**config.mk**
```make
export PLATFORM = sky130hd
export DESIGN_NAME = mem_load_sequencer
export DESIGN_NICKNAME = d
export VERILOG_FILES = /design/src/rtl/mem_load_sequencer.sv
export SDC_FILE = /design/constraint.sdc
export NUM_CORES = 1
export LEC_CHECK = 0
export ABC_CLOCK_PERIOD_IN_PS = 2500
export CORE_UTILIZATION = 30
export CTS_CLUSTER_SIZE = 12
export DETAILED_ROUTE_END_ITERATION = 7
export GPL_ROUTABILITY_DRIVEN = 1
export PLACE_DENSITY = 0.61
export SLEW_MARGIN = 20
export SYNTH_ARGS = -nofsm -noshare
export SYNTH_HDL_FRONTEND = slang
export SYNTH_SLANG_ARGS = --single-unit
```
**constraint.sdc**
```tcl
create_clock -name clk -period 2.5 [get_ports clk]
set_clock_uncertainty 0.2 [all_clocks]
set_input_delay 0.625 -clock clk [delete_from_list [all_inputs] [get_ports clk]]
set_output_delay 0.625 -clock clk [all_outputs]
set_load 0.02 [all_outputs]
```
**src/rtl/mem_load_sequencer.sv**
```systemverilog
// rtl/mem_load_sequencer.sv - byte-serial load sequencer
// Assembles 1/2/4-byte little-endian loads from a byte-wide memory with a miss timeout.
module mem_load_sequencer #(
  parameter int TIMEOUT = 16
) (
  input  logic        clk,
  input  logic        reset,
  input  logic        req,
  input  logic [31:0] addr,
  input  logic [1:0]  size,
  input  logic        signExt,
  output logic [31:0] memAddress,
  output logic        memReq,
  input  logic        hit,
  input  logic [7:0]  memOut,
  output logic [31:0] loadData,
  output logic        done,
  output logic        error,
  output logic        busy
);

  localparam int WW = $clog2(TIMEOUT + 1);

  typedef enum logic [1:0] {
    S_IDLE,
    S_FETCH,
    S_DONE,
    S_ERR
  } state_t;

  state_t      state_q;
  logic [1:0]  size_q;
  logic        sext_q;
  logic [1:0]  last_q;
  logic [1:0]  idx_q;
  logic [WW-1:0] wait_q;
  logic [31:0] data_q;
  logic [31:0] mem_addr_q;
  logic        mem_req_q;
  logic [31:0] load_data_q;
  logic        done_q;
  logic        error_q;

  logic [31:0] merged_d;
  logic [31:0] result_d;
  logic [1:0]  last_d;

  always_comb begin
    merged_d = data_q;
    merged_d[{idx_q, 3'b000} +: 8] = memOut;
  end

  // Extension is applied to the merged word so the final byte is included.
  always_comb begin
    result_d = merged_d;
    case (size_q)
      2'b00:   result_d = {{24{sext_q & merged_d[7]}}, merged_d[7:0]};
      2'b01:   result_d = {{16{sext_q & merged_d[15]}}, merged_d[15:0]};
      default: result_d = merged_d;
    endcase
  end

  always_comb begin
    case (size)
      2'b00:   last_d = 2'd0;
      2'b01:   last_d = 2'd1;
      default: last_d = 2'd3;
    endcase
  end

  always_ff @(posedge clk) begin
    if (reset) begin
      state_q     <= S_IDLE;
      size_q      <= 2'b00;
      sext_q      <= 1'b0;
      last_q      <= 2'd0;
      idx_q       <= 2'd0;
      wait_q      <= '0;
      data_q      <= 32'd0;
      mem_addr_q  <= 32'd0;
      mem_req_q   <= 1'b0;
      load_data_q <= 32'd0;
      done_q      <= 1'b0;
      error_q     <= 1'b0;
    end else begin
      case (state_q)
        S_IDLE: begin
          done_q      <= 1'b0;
          error_q     <= 1'b0;
          load_data_q <= 32'd0;
          if (req) begin
            size_q     <= size;
            sext_q     <= signExt;
            last_q     <= last_d;
            idx_q      <= 2'd0;
            wait_q     <= '0;
            data_q     <= 32'd0;
            mem_addr_q <= addr;
            mem_req_q  <= 1'b1;
            state_q    <= S_FETCH;
          end
        end
        S_FETCH: begin
          if (hit) begin
            data_q <= merged_d;
            wait_q <= '0;
            if (idx_q == last_q) begin
              mem_req_q   <= 1'b0;
              load_data_q <= result_d;
              done_q      <= 1'b1;
              state_q     <= S_DONE;
            end else begin
              idx_q      <= idx_q + 2'd1;
              mem_addr_q <= mem_addr_q + 32'd1;
            end
          end else if (wait_q == WW'(TIMEOUT - 1)) begin
            wait_q      <= '0;
            mem_req_q   <= 1'b0;
            load_data_q <= 32'd0;
            error_q     <= 1'b1;
            state_q     <= S_ERR;
          end else begin
            wait_q <= wait_q + 1'b1;
          end
        end
        S_DONE: begin
          done_q      <= 1'b0;
          load_data_q <= 32'd0;
          state_q     <= S_IDLE;
        end
        S_ERR: begin
          error_q <= 1'b0;
          state_q <= S_IDLE;
        end
        default: state_q <= S_IDLE;
      endcase
    end
  end

  assign memAddress = mem_addr_q;
  assign memReq     = mem_req_q;
  assign loadData   = load_data_q;
  assign done       = done_q;
  assign error      = error_q;
  assign busy       = (state_q != S_IDLE);

endmodule

```
After elaboration in Yosys (flattened, before gate mapping) --
Index checks and enable logic that the tools add are counted. W data, S select, Z words.
Cells by class: reductions and logical operators 19, shift operators 2, bitwise gates (word level) 2, equal/unequal tests 15, multiplexer cells 38, $add $sub $neg 4
Operator list (number):
- $mux W32 | 8
- $pmux W32 S2 | 4
- $add A32 B1 Y32 const B | 1
- $bwmux W32 | 1
- $shift A8 B7 Y32 const A | 1
- $shiftx A8 B7 Y32 | 1
- $mux W5 | 3
- $reduce_and A3 Y1 | 5
- $mux W2 | 7
- $ne A2 B2 Y1 const B | 6
- $pmux W5 S2 | 1
- $mux W1 | 8
- $pmux W2 S2 | 2
- $reduce_and A4 Y1 | 2
- $reduce_bool A2 Y1 | 4
- $neg A5 Y7 | 1
- $eq A2 B1 Y1 const B | 3
- $logic_not A2 Y1 | 3
- $ne A3 B3 Y1 const B | 2
- $pmux W1 S2 | 3
- $pmux W2 S3 | 1
- $reduce_or A2 Y1 | 3
- $add A5 B1 Y5 const B | 1
- $eq A5 B4 Y1 const B | 1
- other kinds (5) | 8
Storage, ports and cells: logic and storage cells 92, input port bits 47, register bits after elaboration 113

Longest topological paths before layout --
Gate-level depths: netlist (run 1).
word-level depth 8, depth in mapped cells 10, mapped depth without buffers 7

Worst setup path after synthesis (run 1) --
OpenSTA, ideal clock, no wires.
path type reg-to-reg, from register idx_q[0], to register load_data_q[22] (netlist: loadData[22]), arrival time 2.346 ns, path slack -0.103 ns, buffers on the path 2, stages on the path, launching flop included 10, period minus slack after synthesis 2.603 ns, data required time 2.244 ns, setup time 0.056 ns, cell sequence dfxtp_1 > inv_1 > ha_1 > and4b_1 > buf_2 > a21oi_1 > mux2_2 > nor4b_4 > buf_6 > a211o_2
On the way: cells in the longest elaborated chain, start to end 8, elaborated cells on any way between the ends 13, those cells by class add/sub (1); eq/ne (2); shift (2); mux (5); bitwise (2); reduce/logical (1)
Ends and longest elaborated chain:
- start, declared | RTL line 35 | logic [1:0] idx_q;
- start signal, assigned | RTL line 113 | idx_q <= idx_q + 2'd1;
- $neg A5 Y7 | RTL line 50 | merged_d[{idx_q, 3'b000} +: 8] = memOut;
- $shiftx A8 B7 Y32 or $shift A8 B7 Y32 (tied branches) | RTL line 50
- $bwmux W32 | RTL line 50
- $and A1 B1 Y1 (on tied branches) | RTL line 58, 57
- $pmux W32 S2 | RTL line 56 | case (size_q)
- $mux W32 | RTL line 107 | if (idx_q == last_q) begin
- $mux W32 | RTL line 104 | if (hit) begin
- $pmux W32 S2 | RTL line 86 | case (state_q)
- end signal, assigned | RTL line 109 | load_data_q <= result_d;
- end, declared | RTL line 40 | logic [31:0] load_data_q;
Parallel ways exist; a longest one is shown, timed or not. The select of a mux whose other input is x is not followed. A chain may end at the register's enable or synchronous reset.

Final worst setup path (run 1) --
from register state_q[0], to register load_data_q[23] (netlist: loadData[23])
On the way: cells in the longest elaborated chain, start to end 4, elaborated cells on any way between the ends 9, those cells by class eq/ne (4); mux (1); reduce/logical (4)
Ends and longest elaborated chain:
- start, declared | RTL line 31 | state_t state_q;
- start signal, assigned | RTL line 73 | state_q <= S_IDLE;
- start signal, assigned | RTL line 100 | state_q <= S_FETCH;
- start signal, assigned | RTL line 111 | state_q <= S_DONE;
- $eq A2 B2 Y1 or $logic_not A2 Y1 (tied branches) | RTL line 86
- $reduce_or A2 Y1 (no source line)
- $reduce_bool A2 Y1 (no source line)
- $reduce_and A3 Y1 (no source line)
Parallel ways exist; a longest one is shown, timed or not.

==> results of run 1 <==
[stage by stage]
step	area [um2]	power, W	worst slack [ps]	instances
5_1_grt	8125	0.008205	-26.33	1067
2_1_floorplan	5508	0.003755	16.98	648
6_report	8125	0.007794	49.57	1067
3_3_place_gp	7390	0.005095	-237.8	1031
3_5_place_dp	7390	0.005097	-289.7	1031
4_1_cts	8036	0.007789	27.84	1063
[power by group]
part,switching [W],internal [W],leakage [nW]
clock network,0.000846,0.00182,0.314
registers,0.000245,0.00204,0.919
logic,0.00160,0.00125,1.80
total,0.00269,0.00511,3.03
[cell usage after synthesis (all sizes together), types with 11 or more instances]
master	instances
a22oi	17
o21ai	50
inv	11
clkbuf	24
a211oi	11
nor3	14
nor2b	34
a22o	15
a21oi	62
buf	13
nor2	58
nand4	13
ha	11
nand2	53
dfxtp	113
nand3	23
o22ai	11
a211o	16
[cells by family after synthesis]
family	Yosys count
flops	113
xor+xnor	5
mux	14
buf+inv	48
compound gates	221
simple gates	236
fa+ha+maj	11
[layout make-up]
| class | instances | area [um2] |
|---|---|---|
| clock inverters | 10 | 181.4 |
| repair buffers | 195 | 1798 |
| well taps | 229 | 286.5 |
| clock buffers | 22 | 464.2 |
| flip-flops and latches | 113 | 2270 |
| fillers | 1757 | 9838 |
| inverters | 11 | 41.29 |
| multi-input cells | 487 | 3084 |
[flip-flops by register name, summed over array words and instances, names as in the netlist]
name and cells:
data_q 32, wait_q 5, memReq 1, memAddress 32, done 1, sext_q 1
error 1, last_q 2, idx_q 2, state_q 2, size_q 2, loadData 32
[per-layer routing]
| metal | track usage | wire length [um] |
|---|---|---|
| met1 | 0.2433 | 7763 |
| met2 | 0.3148 | 8246 |
| met3 | 0.04341 | 1042 |
| met4 | 0.07021 | 319 |
| met5 | 0 | 0 |
[repair_timing]
| action | in CTS | in global routing |
|---|---|---|
| endpoints found under the hold margin | 0 | 0 |
| setup buffers | 0 | 3 |
| gates resized for setup | 2 | 13 |
| cloned | 0 | 1 |
| endpoints found under the setup margin | 18 | 52 |
| pin swaps | 0 | 3 |
[worst max path at each step]
| stage | to | startpoint | slack, ps |
|---|---|---|---|
| 2_1_floorplan | loadData[22] | idx_q[0] | 20 |
| 3_3_place_gp | memAddress[23] | req | -240 |
| 3_5_place_dp | memAddress[24] | req | -290 |
| 4_1_cts | busy | state_q[1] | 30 |
| 5_1_grt | memAddress[7] | state_q[0] | -30 |
| 6_report | loadData[23] | state_q[0] | 50 |
[worst max-delay path: stages (launching register included)]
cell and delay (ps):
sky130_fd_sc_hd__dfxtp_2 370, sky130_fd_sc_hd__inv_1 110, sky130_fd_sc_hd__ha_4 220, sky130_fd_sc_hd__or4b_4 560
sky130_fd_sc_hd__or2_4 270, sky130_fd_sc_hd__nor4b_4 240, sky130_fd_sc_hd__buf_4 180, sky130_fd_sc_hd__clkbuf_16 150
sky130_fd_sc_hd__a211o_1 90
==> metrics.md, run 1 <==
| Metric | Value |
|---|---|
| XOR/XNOR share of the synthesized area | `0.009337` |
| Maximum clock frequency | `between 400 and 500 MHz` |
| End of the worst register-to-register path | `loadData[23]` |
| Critical Path RT | `2660 ps` |
| Share of flip-flops with an asynchronous set or reset after synthesis | `0` |
| Initial antenna violation count | `0` |
| Number of top-level pins | `115` |
| VDD IR-drop max | `0.5291 mV` |
| Global-route usage over all layers | `0.1914` |
| Maximum buffer depth of the clock tree | `2` |
| Final routed wirelength across all metal layers | `between 15000 and 20000 um` |
| Post-synthesis mux area share | `0.02665` |
| DR iter-0 viols | `328` |
| Distinct cell type count of the synthesized netlist | `62` |
| Chip Width | `~140 um` |
| Max H-tree Level | `4` |
| First-pass GRT wire length | `27440 um` |
| Remaining design rule violation count | `0` |
| Total clock buffers created by CTS | `17` |
| Hold Path Origin | `data_q[0]` |
| Gr ovfl total | `0` |
| Remaining antenna violation count after routing | `0` |
| Critical path startpoint category | `flip-flop` |
| CTS clk-pin slew, worst paths | `50 ps` |
| Dominant combinational cell family by area after synthesis | `compound AO/OA/AOI/OAI gates` |
| Mean area per synthesized cell | `8.478 um2` |
| Least-Margin Pin Slew | `roughly 800 ps` |
| Growth of design area from synthesis to finish | `47.89%` |
| Final Cycle Share | `0.9802` |
| Time the final worst path needs with I/O delays and setup | `approximately 2500 ps` |
| Total Die Area | `18860 um2` |
| Die Y | `137.3 um` |
| Placed wire-length estimate | `12330 um` |
| IO buf count | `114` |
| Final hold violations | `0` |
| Core footprint | `17960 um2` |
| Worst Hold Path EP | `data_q[0]` |
| Worst hold-check slack | `243.6 ps` |
| Clk Latency, worst-skew pair | `410 ps` |
| Area fraction in and, or, nand and nor cells after synthesis | `0.2266` |
| Relative slew margins | `0.4531` |
| Routability cong. | `around 0.84` |
| Core Rows | `between 40 and 50` |
| Antenna Diode Count | `0` |
| TritonCTS clock tree | `done` |
| Via count of the first global-routing pass | `5280` |
| Starting density of the core | `0.3058` |
| Total via count after detailed routing | `5574` |
| Netlist Area Pre-Place | `5494 um2` |
| Type of the worst min-delay path | `flip-flop to flip-flop` |
| Average routed wire per standard cell | `16.28 um` |
| Fraction of final layout cells with drive strength greater than 1 | `0.1754` |
| Status | `finished clean` |
| Predominant post-synthesis flop cell | `sky130_fd_sc_hd__dfxtp_1` |
| Yosys warning count | `0` |
| Category of the critical setup timing path | `flip-flop to flip-flop` |
| Number of nets produced by synthesis | `706` |
| Root buffer selected by CTS | `sky130_fd_sc_hd__clkbuf_16` |
| Arrival time at the worst endpoint | `~2600 ps` |
| Post-layout utilization of the core | `0.4523` |
| Post-Synth Adder-Cell Area | `0.02505` |
| Max Cap Violations | `0` |
| Sequential fraction of the synthesis area | `0.4118` |
| Hold Path Cell Cnt | `2` |
| Pin count of the biggest net entering global routing | `35` |
| R2R Path Start | `state_q[0]` |
| Hold buffer count at CTS | `0` |
| Setup slack on the worst flop-to-flop path | `around 50 ps` |
| Endpoints failing setup | `0` |
| Portion of synthesized cell area occupied by the leading cell type | `0.4118` |
| Max-slew violations | `0` |
| Sort of element at the end of the critical path | `flip-flop` |
| Power density of the placed cells | `959.3 nW/um2` |
| #FFs+latches synth | `113` |
| Cells after Synth | `648` |
| Most used cells in the layout excluding fill and tap cells | `112 x sky130_fd_sc_hd__clkdlybuf4s50_1, 109 x sky130_fd_sc_hd__dfxtp_1, 77 x sky130_fd_sc_hd__buf_4` |
| Fin nets | `883` |
| Most common library cell in the layout ignoring fill and taps | `sky130_fd_sc_hd__clkdlybuf4s50_1` |
| Clock Sink Count | `around 110` |
| Drt via density | `around 5.2` |
| Drt first pass iters | `5` |
| Max FO, Critical Path | `10` |
| Leading area contributor after synthesis | `sky130_fd_sc_hd__dfxtp_1` |
| Post-synth EDFFs | `0` |
| Main area contributors after synthesis | `sky130_fd_sc_hd__dfxtp_1 41%, sky130_fd_sc_hd__a21oi_1 5.6%, sky130_fd_sc_hd__o21ai_0 4.6%, sky130_fd_sc_hd__nor2_1 4.0%, sky130_fd_sc_hd__nor2b_1 3.9%` |
| Complex-gate fraction of the synthesized area | `0.2628` |
| Number of cells on the worst reg-to-reg path | `8` |
| P_leak | `3.030 nW` |
| Sum of negative setup slack | `0 ps` |
(Power assumes the default switching activity.)
==> inputs of run 2 (changes only) <==
--- a/config.mk
+++ b/config.mk
@@ -11,6 +11,7 @@
 export DETAILED_ROUTE_END_ITERATION = 7
 export GPL_ROUTABILITY_DRIVEN = 1
 export PLACE_DENSITY = 0.61
+export REMOVE_ABC_BUFFERS = 1
 export SLEW_MARGIN = 20
 export SYNTH_ARGS = -nofsm -noshare
 export SYNTH_HDL_FRONTEND = slang
==> metrics.md, run 2 (synthesis results as in run 1) <==
| Metric | Value |
|---|---|
| Number of top-level pins | `115` |
| Critical Path RT | `1670 ps` |
| Hold buffer count at CTS | `0` |
| Placement-stage cell area | `7421 um2` |
| Max-slew violations | `0` |
| Pin count of the biggest net entering global routing | `just over 60` |
| Fillcell total | `1762` |
| Critical path startpoint category | `flip-flop` |
| Antenna Diode Count | `0` |
| Sum of negative setup slack | `0 ps` |
| Clock Sink Count | `113` |
| Remaining antenna violation count after routing | `0` |
| Die Y | `137.3 um` |
| Via count of the first global-routing pass | `5223` |
| Category of the critical setup timing path | `flip-flop to output port` |
| Storage element area | `2266 um2` |
| Drt first pass iters | `6` |
| Fin nets | `880` |
| Starting density of the core | `0.3058` |
| TritonCTS clock tree | `done` |
| Initial antenna violation count | `2` |
| Type of the worst min-delay path | `flip-flop to flip-flop` |
| Final routed wirelength across all metal layers | `16860 um` |
| Worst Path Buf+Inv | `1` |
| Category of cells accounting for the largest share of critical-path delay | `buffers and inverters` |
| Peak-usage layer in the global routing report | `met2` |
| Placed wire-length estimate | `around 12000 um` |
| Cells traversed along the worst timing path | `clkdlybuf4s50_1` |
| Chip Width | `137.3 um` |
| Max H-tree Level | `4` |
| Total power of the final layout | `0.007571 W` |
| Clk Latency, worst-skew pair | `about 420 ps` |
| Total clock buffers created by CTS | `17` |
| Stage delay of the slowest cell on the critical path | `680 ps` |
| Max FO, Critical Path | `8` |
| Total Die Area | `about 19000 um2` |
| Multi-input combinational cell area | `3107 um2` |
| DR iter-0 viols | `364` |
| Routability cong. | `0.8073` |
| Most used cells in the layout excluding fill and tap cells | `112 x sky130_fd_sc_hd__clkdlybuf4s50_1, 110 x sky130_fd_sc_hd__dfxtp_1, 72 x sky130_fd_sc_hd__buf_4` |
| Core Rows | `49` |
| CTS clk-pin slew, worst paths | `60 ps` |
| Maximum buffer depth of the clock tree | `2` |
| Final Cycle Share | `0.9810` |
| Worst hold-check slack | `244.2 ps` |
| Post CTS Setup Buffer Count | `0` |
| Global-route usage over all layers | `0.1882` |
| Most common library cell in the layout ignoring fill and taps | `sky130_fd_sc_hd__clkdlybuf4s50_1` |
| Worst-path cell with the longest stage delay | `sky130_fd_sc_hd__clkdlybuf4s50_1` |
| Sort of element at the end of the critical path | `output port` |
| First-pass GRT wire length | `approximately 27000 um` |
| P_leak | `2.988 nW` |
| Total via count after detailed routing | `5545` |
| Arrival time at the worst endpoint | `about 1600 ps` |
| Root buffer selected by CTS | `sky130_fd_sc_hd__clkbuf_16` |
| Power density of the placed cells | `937.4 nW/um2` |
| Global-route met3 utilization | `0.04709` |
| Growth of design area from synthesis to finish | `47.01%` |
| Max Cap Violations | `0` |
| Least-Margin Pin Slew | `603.7 ps` |
| Drt via density | `5.211` |
| Setup slack on the worst flop-to-flop path | `approximately 60 ps` |
| Status | `finished clean` |
| IO buf count | `between 100 and 150` |
| Remaining design rule violation count | `0` |
| Final design area excluding fillers | `8077 um2` |
| Gr ovfl total | `0` |
| Average routed wire per standard cell | `15.85 um` |
| Met1 capacity usage during global routing | `0.2427` |
| Time the final worst path needs with I/O delays and setup | `2452 ps` |
| Final hold violations | `0` |
| Core footprint | `17960 um2` |
| Fraction of final layout cells with drive strength greater than 1 | `0.1784` |
| Maximum clock frequency | `approximately 400 MHz` |
| Relative slew margins | `0.5957` |
| Endpoints failing setup | `0` |
| Met2 Track Usage GR | `0.2997` |
| VDD IR-drop max | `0.5411 mV` |
==> run 2: changes by cell type in the layout (fill, tap and decap cells not counted), sizes merged, moves of 2 or more <==
cell,delta
clkinvlp,+3
clkinv,+3
bufinv,-4
clkbuf,-5
buf,-2
inv,+2
==> run 2: layer usage <==
layer / share of wire / up-vias
li1: - / 2769
met1: 0.47 / 2554
met2: 0.45 / 197
met3: 0.067 / 23
met4: 0.015 / 2
met5: 0.00053 / -
==> run 2: final timing paths <==
kind | depth (start not counted) | to | from
setup / recovery | 1 | memAddress[23] | memAddress[23]
hold / removal | 2 | data_q[17] | data_q[17]
setup reg to reg | 8 | memAddress[7] | state_q[0]
hold reg to reg | 2 | data_q[17] | data_q[17]
==> run 2: area by class of cell <==
class | instances | share of cell area
multi-input combinational | 487 | 0.3847
sequential | 113 | 0.2806
timing repair buffer | 192 | 0.2226
clock buffer | 18 | 0.05438
tap | 229 | 0.03548
clock inverter | 14 | 0.01658
inverter | 11 | 0.005732
==> run 2: through the flow <==
| step | instances | setup WS (ps) | util |
|---|---|---|---|
| finish | 1064 | 47.50 | 0.4496 |
| global route | 1064 | -13.30 | 0.4496 |
| CTS | 1064 | 1.790 | 0.4454 |
| detailed placement | 1032 | -319.5 | 0.4131 |
| global placement | 1032 | -258.2 | 0.4131 |
| floorplan | 611 | -1098 | - |
==> run 2: tightest hold or removal path, stage by stage, from the launching register on <==
cell,delay [ps]
sky130_fd_sc_hd__dfxtp_1,310
sky130_fd_sc_hd__nand2_1,40
sky130_fd_sc_hd__o21ai_0,50
==> run 2: timing repair <==
action / CTS / global route
pin swaps: 2 / 2
gates resized for setup: 7 / 16
endpoints found under the setup margin: 2 / 54
==> run 2: power breakdown <==
part | leakage, nW | internal (W) | switching (W)
clock | 0.270 | 0.00140 | 0.000926
sequential | 0.918 | 0.00204 | 0.000246
combinational | 1.80 | 0.00133 | 0.00162
total | 2.99 | 0.00477 | 0.00280
==> RTL change 1 (settings of run 1) <==
`TIMEOUT`: 16 -> 8.
--- a/src/rtl/mem_load_sequencer.sv
+++ b/src/rtl/mem_load_sequencer.sv
@@ -1,7 +1,7 @@
 // rtl/mem_load_sequencer.sv - byte-serial load sequencer
 // Assembles 1/2/4-byte little-endian loads from a byte-wide memory with a miss timeout.
 module mem_load_sequencer #(
-  parameter int TIMEOUT = 16
+  parameter int TIMEOUT = 8
 ) (
   input  logic        clk,
   input  logic        reset,
Formal check against the unedited RTL: no difference found for any inputs over 4 cycles, from zero or initial values and one cycle with reset high; that may be too few to reach the edited logic, so the function may still have changed.
==> RTL change 1 against run 1 <==
- the run now ends with design-rule violations left
- first-iteration DRC count increased by 41%
- setup slack better by 96 ps
- die area is 1.4% higher
- sequential cell count shrank 1
- combinational power up 20%
- core utilization shrank 2.8 points
- design area decreased by 5.5%
- total power decreased by 6.5%
- hold slack improved by 5.2 ps
- wire length is 1.2% higher
- clock power is 44% lower
- maximum frequency is 4.1% higher
- area after synthesis up 1.4%
- largest power group unchanged
- highest routed layer unchanged
==> RTL change 1: results (changes against run 1) <==
| Metric | Value |
|---|---|
| Outcome | finished, violations left |
| Violated checks | design-rule violations |
| Power dissipated by switching net loads | 2899 uW (+7.9%) |
| Arrival time worst endpoint | 2440 ps (-170 ps) |
| Launch point of the worst reg-to-reg path | memAddress[1] |
| Share of final-layout standard cells stronger than drive strength 1 | 13.45% (-4.1 points) |
| Total vias in the final route | 5,536 (-0.68%) |
| Transition at the pin with the smallest max-transition slack | 568.2 ps (-250.1 ps) |
| H-tree lvl count | 3 (-1) |
| Clock edge transition at the registers on the reported setup and hold paths | 70 ps (+20 ps) |
| First-pass GRT wire length | 28,300 um (+3.1%) |
| IR drop worst, VDD | 430.2 uV (-19%) |
| Hold Worst Slack | 248.7 ps (+5.190 ps) |
| Clock latency of the later-clocked register in the worst-skew pair | 360 ps (-50 ps) |
| Total nets after synthesis | 703 (-0.42%) |
| Portion of the post-synthesis area used by sequential elements | 40.24% (-0.93 points) |
| Via count of the first global-routing pass | 5,228 (-0.98%) |
| Hold wc startpoint | data_q[16] |
| DRC viols | 16 (+16) |
| Leakage power | 0.002854 uW (-5.8%) |
| Initial detailed-routing violation count | 464 (+41%) |
| Weighted congestion at the end of routability-driven global placement | 0.8482 (+0.65%) |
| Largest net degree at the start of global routing | 48 (+37%) |
| Global Route Usage Sum | 18.63% (-0.52 points) |
| Finished Layout Cells | 1,032 (-3.3%) |
| CTS Buf Count | 9 (-8) |
| Leading post-synthesis cells by cell area | sky130_fd_sc_hd__dfxtp_1 40%, sky130_fd_sc_hd__a21oi_1 4.5%, sky130_fd_sc_hd__nand2_1 3.9% |
-- RTL change 1: layout make-up --
cell class                 count  area [um^2]
clock inverter                 4        52.55
tap                          229        286.5
clock buffer                  10        239.0
timing repair buffer         183         1728
sequential                   112         2242
multi-input combinational    472         3048
inverter                      22        82.58
fill                        1791        10410
-- RTL change 1: path summary, 6_finish.rpt --
check                         to  cells after the start
setup / recovery  memAddress[30]                      6
hold / removal        data_q[16]                      2
setup reg to reg  memAddress[30]                      6
hold reg to reg       data_q[16]                      2
-- RTL change 1: what timing repair did --
action                                  in CTS  in global routing
endpoints found under the setup margin       1                  4
hold buffers                                 0                  0
gates resized for setup                      1                  2
-- RTL change 1: logic make-up (layout without fill, tap and decap cells) --
logic type / count (synthesis) / after routing / synth area share (%)
AND/OR/NAND/NOR: 233 / 233 / 22.01
AO/OA/AOI/OAI: 200 / 200 / 24.84
flip-flops: 112 / 112 / 40.24
buffers and inverters: 61 / 219 / 5.120
multiplexers: 22 / 22 / 4.109
adder cells (fa/ha/maj): 11 / 11 / 2.470
XOR/XNOR: 6 / 6 / 1.213
-- RTL change 1: critical path, stage by stage, from the launching register on --
cell	delay, ps
sky130_fd_sc_hd__dfxtp_1	340
sky130_fd_sc_hd__ha_1	280
sky130_fd_sc_hd__and4_2	320
sky130_fd_sc_hd__and4_4	290
sky130_fd_sc_hd__nand2_1	150
sky130_fd_sc_hd__or4_1	530
sky130_fd_sc_hd__a31oi_1	160
-- RTL change 1: per-layer routing --
metal  GRT usage, %  routed length (um)  up-vias
li1               -                   -     2713
met1          25.79                8498     2650
met2          28.81                7751      151
met3          3.983                1035       22
met4          5.914                 294        0
met5              0                   0        -
-- RTL change 1: power groups by stage --
stage | Sequential (uW) | Clock [uW] | Combinational (uW)
global route | 2420 | 1600 | 3710
finish | 2380 | 1480 | 3430
global placement | 2410 | 0 | 3400
CTS | 2370 | 1520 | 3420
floorplan | 2610 | 0 | 1550
detailed placement | 2410 | 0 | 3420
-- RTL change 1: metrics by stage --
step / setup WS, ps / util (%) / setup TNS, ps / area [um^2]
2_1_floorplan: 3.875 / - / 0 / 5572
3_3_place_gp: -54.70 / 40.83 / -637.3 / 7385
3_5_place_dp: -105.5 / 40.83 / -1915 / 7385
4_1_cts: 67.42 / 42.44 / 0 / 7675
5_1_grt: 3.305 / 42.46 / 0 / 7679
6_report: 145.1 / 42.46 / 0 / 7679
==> RTL change 2 (config.mk and constraints of run 1) <==
Made on the original files. Register the output `memReq` once more, with the module's reset; this adds one clock of latency there. The other outputs are not delayed to match.
--- a/src/rtl/mem_load_sequencer.sv
+++ b/src/rtl/mem_load_sequencer.sv
@@ -138,7 +138,13 @@
   end
 
   assign memAddress = mem_addr_q;
-  assign memReq     = mem_req_q;
+  always_ff @(posedge clk) begin
+    if (reset) begin
+      memReq <= '0;
+    end else begin
+      memReq <= mem_req_q;
+    end
+  end
   assign loadData   = load_data_q;
   assign done       = done_q;
   assign error      = error_q;
Function: changed (Yosys sat finds a counterexample within 4 cycles, from zero or initial values and one cycle with reset high).
==> RTL change 2 against run 1 <==
- setup slack gained 54 ps
- combinational power increased by 15%
- total power rose by 6.3%
- sequential cell count up 1
- largest power group unchanged
- wire length about the same
- design area up 2.3%
- first-iteration DRC count up 15%
- highest routed layer unchanged
- area after synthesis rose by 6.7%
==> RTL change 2: results (changes against run 1) <==
| Metric | Value |
|---|---|
| Global Route Usage Sum | 18.03% (-1.1 points) |
| Initial detailed-routing violation count | 376 (+15%) |
| Transition at the pin with the smallest max-transition slack | 768.0 ps (-50.32 ps) |
| Via count of the first global-routing pass | 5,251 (-0.55%) |
| Adder-cell share of the synthesized area | 2.347% (-0.16 points) |
| Synth cell count leaders | 114 x sky130_fd_sc_hd__dfxtp_1, 74 x sky130_fd_sc_hd__nand2_1, 66 x sky130_fd_sc_hd__o21ai_0 |
| Total vias in the final route | 5,751 (+3.2%) |
| Avg WL per Cell | 15.50 um (-4.8%) |
| Outcome | completed |
| Weighted congestion at the end of routability-driven global placement | 0.8494 (+0.80%) |
| First-pass GRT wire length | 28,190 um (+2.7%) |
| Average size of a mapped cell | 8.462 um^2 (-0.19%) |
| Total nets after synthesis | 751 (+6.4%) |
| Minimum setup slack after placement | -153.5 ps (+136.2 ps) |
| Portion of the post-synthesis area used by sequential elements | 38.92% (-2.3 points) |
| Leakage power | 0.003052 uW (+0.70%) |
| Netlist cell types | 74 (+19%) |
| Max Fanout on Critical Path | 7 (-3) |
| Fraction of synthesized cell area taken by the top area cell type | 38.92% (-2.3 points) |
| Share of final-layout standard cells stronger than drive strength 1 | 15.10% (-2.4 points) |
| Hpwl dp | 12,410 um (+0.62%) |
| Compound-gate portion of the synthesized area | 28.93% (+2.7 points) |
| Power per cell area | 997.2 nW/um^2 (+3.9%) |
| Arrival time worst endpoint | 1570 ps (-1040 ps) |
| Finished Layout Cells | 1,121 (+5.1%) |
| IR drop worst, VDD | 532.7 uV (+0.67%) |
| Leading post-synthesis cells by cell area | sky130_fd_sc_hd__dfxtp_1 39%, sky130_fd_sc_hd__o21ai_0 5.6%, sky130_fd_sc_hd__nand2_1 4.7% |
| Largest net degree at the start of global routing | 45 (+29%) |
==> RTL change 2: cell types whose count changed after synthesis, moves of 8 or more <==
cell,before,now
sky130_fd_sc_hd__a21oi_1,62,33
sky130_fd_sc_hd__o21ai_0,50,66
sky130_fd_sc_hd__inv_1,11,32
sky130_fd_sc_hd__nand2_1,53,74
sky130_fd_sc_hd__nor2b_1,34,12
sky130_fd_sc_hd__clkbuf_1,24,15
sky130_fd_sc_hd__o21a_1,1,23
sky130_fd_sc_hd__a221o_1,0,16
sky130_fd_sc_hd__a211o_2,8,0
sky130_fd_sc_hd__a211o_1,8,0
==> RTL change 2: final timing paths <==
kind / cells past startpoint / to / slack [ps] / start
setup / recovery: 2 / memAddress[14] / 100 / memAddress[14]
hold reg to reg: 2 / data_q[30] / 250 / data_q[30]
hold / removal: 2 / data_q[30] / 250 / data_q[30]
setup reg to reg: 8 / memAddress[11] / 170 / state_q[0]
==> RTL change 2: cells by family (layout without fill, tap and decap cells) <==
family | Yosys count | count (layout)
compound gates | 243 | 243
xor+xnor | 6 | 6
fa+ha+maj | 11 | 11
buf+inv | 77 | 245
flops | 114 | 114
mux | 19 | 19
simple gates | 223 | 223
==> RTL change 2: critical path: stages, from the launching register on <==
cell	delay (ps)
sky130_fd_sc_hd__dfxtp_2	390
sky130_fd_sc_hd__buf_4	150
sky130_fd_sc_hd__clkdlybuf4s50_1	610
==> RTL change 2: area by class of cell <==
class	count	area share, %
inverters	34	1.535
multi-input cells	502	39.11
flip-flops and latches	114	27.47
clock inverters	9	1.867
repair buffers	180	20.52
clock buffers	22	5.585
well taps	260	3.914
==> RTL change 2: power by group through the flow <==
stage	clock, uW	sequential, uW	combinational, uW
floorplan	0	2650	1600
CTS	2640	2390	3290
global placement	0	2430	3260
finish	2590	2400	3290
detailed placement	0	2420	3280
global route	2740	2440	3560
==> RTL change 2: through the flow <==
step           cell area, um^2  hold WS, ps  setup TNS, ps
6_report                  8312        248.9              0
5_1_grt                   8312        274.2              0
4_1_cts                   8292        255.0              0
3_5_place_dp              7674        242.6          -3225
3_3_place_gp              7674        229.1          -2057
2_1_floorplan             5877        217.3              0
==> RTL change 2: repair_timing <==
| item | 4_1_cts | 5_1_grt |
|---|---|---|
| setup endpoints to repair | 1 | 21 |
| setup buffers | 0 | 0 |
| resized for setup | 1 | 5 |
| hold endpoints to repair | 0 | 0 |
==> RTL change 2: metal layers <==
layer  vias to the layer above  part of all wire [%]  track usage (%)
li1                       2869                     -                -
met1                      2640                    48            24.53
met2                       213                    44            27.43
met3                        29                   6.3            5.164
met4                         0                   1.6            5.490
met5                         -                     0                0
